<file path="config.mk">
export PLATFORM = sky130hd
export DESIGN_NAME = seq_divider
export DESIGN_NICKNAME = d
export VERILOG_FILES = /design/src/rtl/seq_divider.sv
export SDC_FILE = /design/constraint.sdc
export NUM_CORES = 1
export LEC_CHECK = 0
export ABC_AREA = 1
export BUFFER_PORTS_ARGS = -buffer_cell sky130_fd_sc_hd__buf_2
export CAP_MARGIN = 40
export CORE_UTILIZATION = 42
export DETAILED_ROUTE_END_ITERATION = 10
export PLACE_DENSITY = 0.67
export REMOVE_ABC_BUFFERS = 1
export SLEW_MARGIN = 25
export SYNTH_ARGS = -nofsm -noshare
export SYNTH_HDL_FRONTEND = slang
export SYNTH_SLANG_ARGS = --single-unit
export TNS_END_PERCENT = 50
</file>
<file path="constraint.sdc">
create_clock -name clk -period 3.5 [get_ports clk]
set_clock_uncertainty 0.1 [all_clocks]
set_input_delay 0 -clock clk [delete_from_list [all_inputs] [get_ports clk]]
set_output_delay 0 -clock clk [all_outputs]
set_load 0.01 [all_outputs]
</file>
<file path="src/rtl/seq_divider.sv">
`default_nettype none
// ============================================================================
// Module   : seq_divider
// Purpose  : Iterative restoring unsigned divider. Produces one quotient bit
//            per clock and returns quotient and remainder through a
//            valid/ready output handshake. It recovers the second operand of
//            a product formed by the companion multiplier path.
// Ports    : clk          rising-edge clock
//            rst          asynchronous, active-high reset
//            in_valid     operands presented
//            in_ready     divider can accept operands (idle)
//            dividend     unsigned dividend, DIVIDEND_W bits
//            divisor      unsigned divisor, DIVISOR_W bits
//            out_valid    result valid
//            out_ready    consumer accepts result
//            quotient     unsigned quotient, DIVIDEND_W bits
//            remainder    unsigned remainder, DIVISOR_W bits
//            div_by_zero  divisor was zero for the current result
// Revision : 1.0 - initial release
// ============================================================================
module seq_divider #(
    parameter int DIVIDEND_W = 16,
    parameter int DIVISOR_W  = 8
) (
    input  logic                  clk,
    input  logic                  rst,
    input  logic                  in_valid,
    output logic                  in_ready,
    input  logic [DIVIDEND_W-1:0] dividend,
    input  logic [DIVISOR_W-1:0]  divisor,
    output logic                  out_valid,
    input  logic                  out_ready,
    output logic [DIVIDEND_W-1:0] quotient,
    output logic [DIVISOR_W-1:0]  remainder,
    output logic                  div_by_zero
);

    localparam int c_CNT_W = $clog2(DIVIDEND_W + 1);

    localparam logic [1:0] c_S_IDLE = 2'd0;
    localparam logic [1:0] c_S_BUSY = 2'd1;
    localparam logic [1:0] c_S_DONE = 2'd2;

    logic [1:0]            r_state;
    logic [c_CNT_W-1:0]    r_count;
    // Holds the not-yet-consumed dividend bits at the top and the quotient
    // bits already produced at the bottom; one bit migrates per iteration.
    logic [DIVIDEND_W-1:0] r_work;
    // Partial remainder is always < divisor between iterations, so it fits
    // in DIVISOR_W bits; only the shifted value needs the extra bit.
    logic [DIVISOR_W-1:0]  r_rem;
    logic [DIVISOR_W-1:0]  r_divisor;
    logic [DIVIDEND_W-1:0] r_quotient;
    logic [DIVISOR_W-1:0]  r_remainder;
    logic                  r_dbz;

    logic [DIVISOR_W:0]    w_shift;
    logic [DIVISOR_W:0]    w_diff;
    logic                  w_ge;
    logic [DIVISOR_W-1:0]  w_rem_next;
    logic [DIVIDEND_W-1:0] w_work_next;

    assign w_shift = {r_rem, r_work[DIVIDEND_W-1]};
    assign w_diff  = w_shift - {1'b0, r_divisor};
    // w_shift <= 2*divisor-1, so a borrow always lands in the top bit:
    // top bit clear means the trial subtraction succeeded.
    assign w_ge        = ~w_diff[DIVISOR_W];
    assign w_rem_next  = w_ge ? w_diff[DIVISOR_W-1:0] : w_shift[DIVISOR_W-1:0];
    assign w_work_next = {r_work[DIVIDEND_W-2:0], w_ge};

    always_ff @(posedge clk or posedge rst) begin
        if (rst) begin
            r_state     <= c_S_IDLE;
            r_count     <= '0;
            r_work      <= '0;
            r_rem       <= '0;
            r_divisor   <= '0;
            r_quotient  <= '0;
            r_remainder <= '0;
            r_dbz       <= 1'b0;
        end else begin
            case (r_state)
                c_S_IDLE: begin
                    if (in_valid) begin
                        if (divisor == '0) begin
                            // No iterations needed: saturated quotient result.
                            r_state     <= c_S_DONE;
                            r_quotient  <= '1;
                            r_remainder <= '0;
                            r_dbz       <= 1'b1;
                        end else begin
                            r_state   <= c_S_BUSY;
                            r_count   <= c_CNT_W'(DIVIDEND_W);
                            r_work    <= dividend;
                            r_divisor <= divisor;
                            r_rem     <= '0;
                            r_dbz     <= 1'b0;
                        end
                    end
                end
                c_S_BUSY: begin
                    r_work  <= w_work_next;
                    r_rem   <= w_rem_next;
                    r_count <= r_count - c_CNT_W'(1);
                    // Result registers only change on the final iteration so
                    // the previous result stays visible while busy.
                    if (r_count == c_CNT_W'(1)) begin
                        r_state     <= c_S_DONE;
                        r_quotient  <= w_work_next;
                        r_remainder <= w_rem_next;
                    end
                end
                c_S_DONE: begin
                    if (out_ready) begin
                        r_state <= c_S_IDLE;
                    end
                end
                default: begin
                    r_state <= c_S_IDLE;
                end
            endcase
        end
    end

    assign in_ready    = (r_state == c_S_IDLE);
    assign out_valid   = (r_state == c_S_DONE);
    assign quotient    = r_quotient;
    assign remainder   = r_remainder;
    assign div_by_zero = r_dbz;

endmodule
`default_nettype wire

</file>
==> results.md <==
* Row count at 32
* DR vias/cell at 4.72
* Fin crit share at 0.741
* CP Data Arrival Time at 2.72 ns
* Setup TNS at 0 ns
* Max-capacitance violation count at 0
* Grt ovf at 0
* CTS Buf Count at 9
* Clock root cell: clkbuf_8
* Worst hold slack at 0.149 ns
* Critical Path Start Type: register
* Post-cts sizing count at 0
* Fillcell total at 731
* Final min period at 2.59 ns
* Worst rel slew slack at 0.445
* Routed via count at 2858
* Pint at 2.43 mW
* Comb pwr share at 0.495
* Post-placement cell count at 562
* Post-route ant nets at 0
* WS Path Type: reg -> reg
* Distinct cells, synth at 31
* Endpoint class of the critical path: register
* Most used cell, CP: inv_2
* Power Density at 1010 mW/mm^2
* Fin util at 0.549
* Final hold vios at 0
* Endpoints failing setup at 0
* Share of cells above drive strength 1 at 0.246
* Design Area, Final at 0.00424 sq mm
* Fmax at 386 MHz
* Reg clk slew, reported paths at 0.08 ns
* Setup WS post-layout at 0.908 ns
* Switching share of total power at 0.432
* Seq cells post-synth at 64
* FF-to-FF path depth at 9
* Sink Count at 64
* Worst vdd ir at 0.000446 V
* Routed wire length at 7550 um
* Slowest Stage Delay on Critical Path at 0.68 ns
* Synth area leaders: dfrtp_1, nand2_1, nor2_2
* Register share of total power at 0.305
* Wire length per cell at 12.5 um
* Clk buf depth at 2
* Sequential-to-total area share from yosys stat at 0.476
* Ports at 55
* CP required at 3.63 ns
* Area growth syn-to-layout at 26.2%
* # H-tree levels at 3
* DRT iter0 DRCs at 153
* Nets@finish at 538
* Clock share of power at 0.200
* Fin. max-slew vios at 0
* Mapped cell area at 0.00336 sq mm
* Non-filler cells, final at 606
* TritonCTS clock tree: done
* Critical path cell sequence: inv_2 -> nand2_4 -> inv_2 -> nand2_4 -> o21ai_4 -> a21oi_4 -> inv_2 -> nand2_1 -> nand2_1
* Worst Max-Slew Pin Slew at 0.831 ns
* Initial antenna violation count at 0
* Status: finished clean
* Yosys top cell by area: dfrtp_1
* Die H at 91.5 um
* Largest net degree at the start of global routing at 45
* Dpl hpwl at 5060 um
* Final GP Congestion at 0.797
* Core Area at 0.00773 sq mm
* Worst hold path class: in -> async
* Slowest-stage cell, CP: a21oi_4
* Critical path peak fanout at 33
* DIE WIDTH at 91.5 um
* Synthesis Warnings at 0
* Drt first pass iters at 4
* Avg Inst Size Synth at 8.05 sq um
* Commonest non-fill, non-tap cells in the layout: nand2_1, dfrtp_1, buf_2
* RSZ-0062 raised after global routing: false
* Most common cell after layout, fill and taps aside: nand2_1
* Leakage power at 2.17 nW
* Placement Setup Slack at 0.924 ns
* Post-synthesis cell count at 418
* Synth top area share at 0.476
* Setup Fix Bufs, Post-CTS at 0
* Total track usage at 0.199
* Placed Area at 0.00369 sq mm
* Vias in the first global route at 2786
* Psw at 1.84 mW
* Antenna Cells at 0
* Port bufs at 54
* Clock Latency Late Sink at 0.34 ns
* Residual DRC at 0
* Die outline area at 0.00837 sq mm
* Initial core utilization at 0.435
* Overall power at 4.27 mW
* Global-route wire length before repair at 13000 um
[worst max-delay path, delay by kind of cell, from the launching register on]
family	cells	cell delay [ns]
compound gates	2	0.83
simple gates	4	0.54
flops	1	0.42
buf+inv	3	0.58
[power by group through the flow]
stage / Clock [mW] / Sequential [mW] / Combinational, mW
3_5_place_dp: 0 / 1.31 / 2.07
6_report: 0.852 / 1.30 / 2.11
5_1_grt: 0.898 / 1.35 / 2.43
3_3_place_gp: 0 / 1.31 / 2.03
4_1_cts: 0.868 / 1.30 / 2.10
2_1_floorplan: 0 / 1.33 / 1.49
[final timing paths]
path	start	to	slack, ns
worst max-delay path	r_state[1]	remainder[7]	0.91
worst min-delay path	rst	quotient[9]	0.15
worst max register to register	r_state[1]	remainder[7]	0.91
worst min register to register	remainder[4]	remainder[4]	0.38
max in group asynchronous	rst	remainder[4]	2.26
min in group clk	out_ready	r_state[1]	0.29
[synthesized netlist by cell type (all sizes together)]
cell and n:
xor2 2, inv 41, nor3b 1, clkbuf 3, o31ai 1, dfrtp 64
nand4 4, nor2 58, o21ai 44, nor3 1, nand3b 1, xnor2 2
ha 10, fa 1, nand2 125, a21oi 9, buf 10, or2 16
nand3 25
[per-layer routing]
layer,track usage,share of wire,vias up
li1,-,-,1485
met1,0.254,0.47,1308
met2,0.332,0.48,55
met3,0.0436,0.038,10
met4,0.0675,0.013,0
met5,0,0,-
[state kept, by name, summed over array words and instances, names as in the netlist]
register     count
quotient        16
r_work          16
r_divisor        8
r_rem            8
remainder        8
r_count          5
r_state          2
div_by_zero      1
[repair_timing]
action	CTS	global route
endpoints found under the hold margin	52	0
hold buffers	27	0
setup endpoints to repair	0	0
[area by class of cell]
class	count	area [sq um]	area share
Inverter	41	154	0.0363
Multi-Input combinational cell	300	1530	0.359
Tap cell	102	128	0.0301
Sequential cell	64	1600	0.377
Timing Repair Buffer	83	568	0.134
Clock buffer	9	124	0.0292
Clock inverter	7	143	0.0336
[cells by family after synthesis]
logic type / share of synthesized area
buffers and inverters: 0.0703
xor gates and xnor gates: 0.0104
and+or+nand+nor: 0.312
adders and majority gates: 0.0432
AOI/OAI and AO/OA: 0.0878
DFF: 0.476
Note: power is estimated with default switching activity, not from simulation.
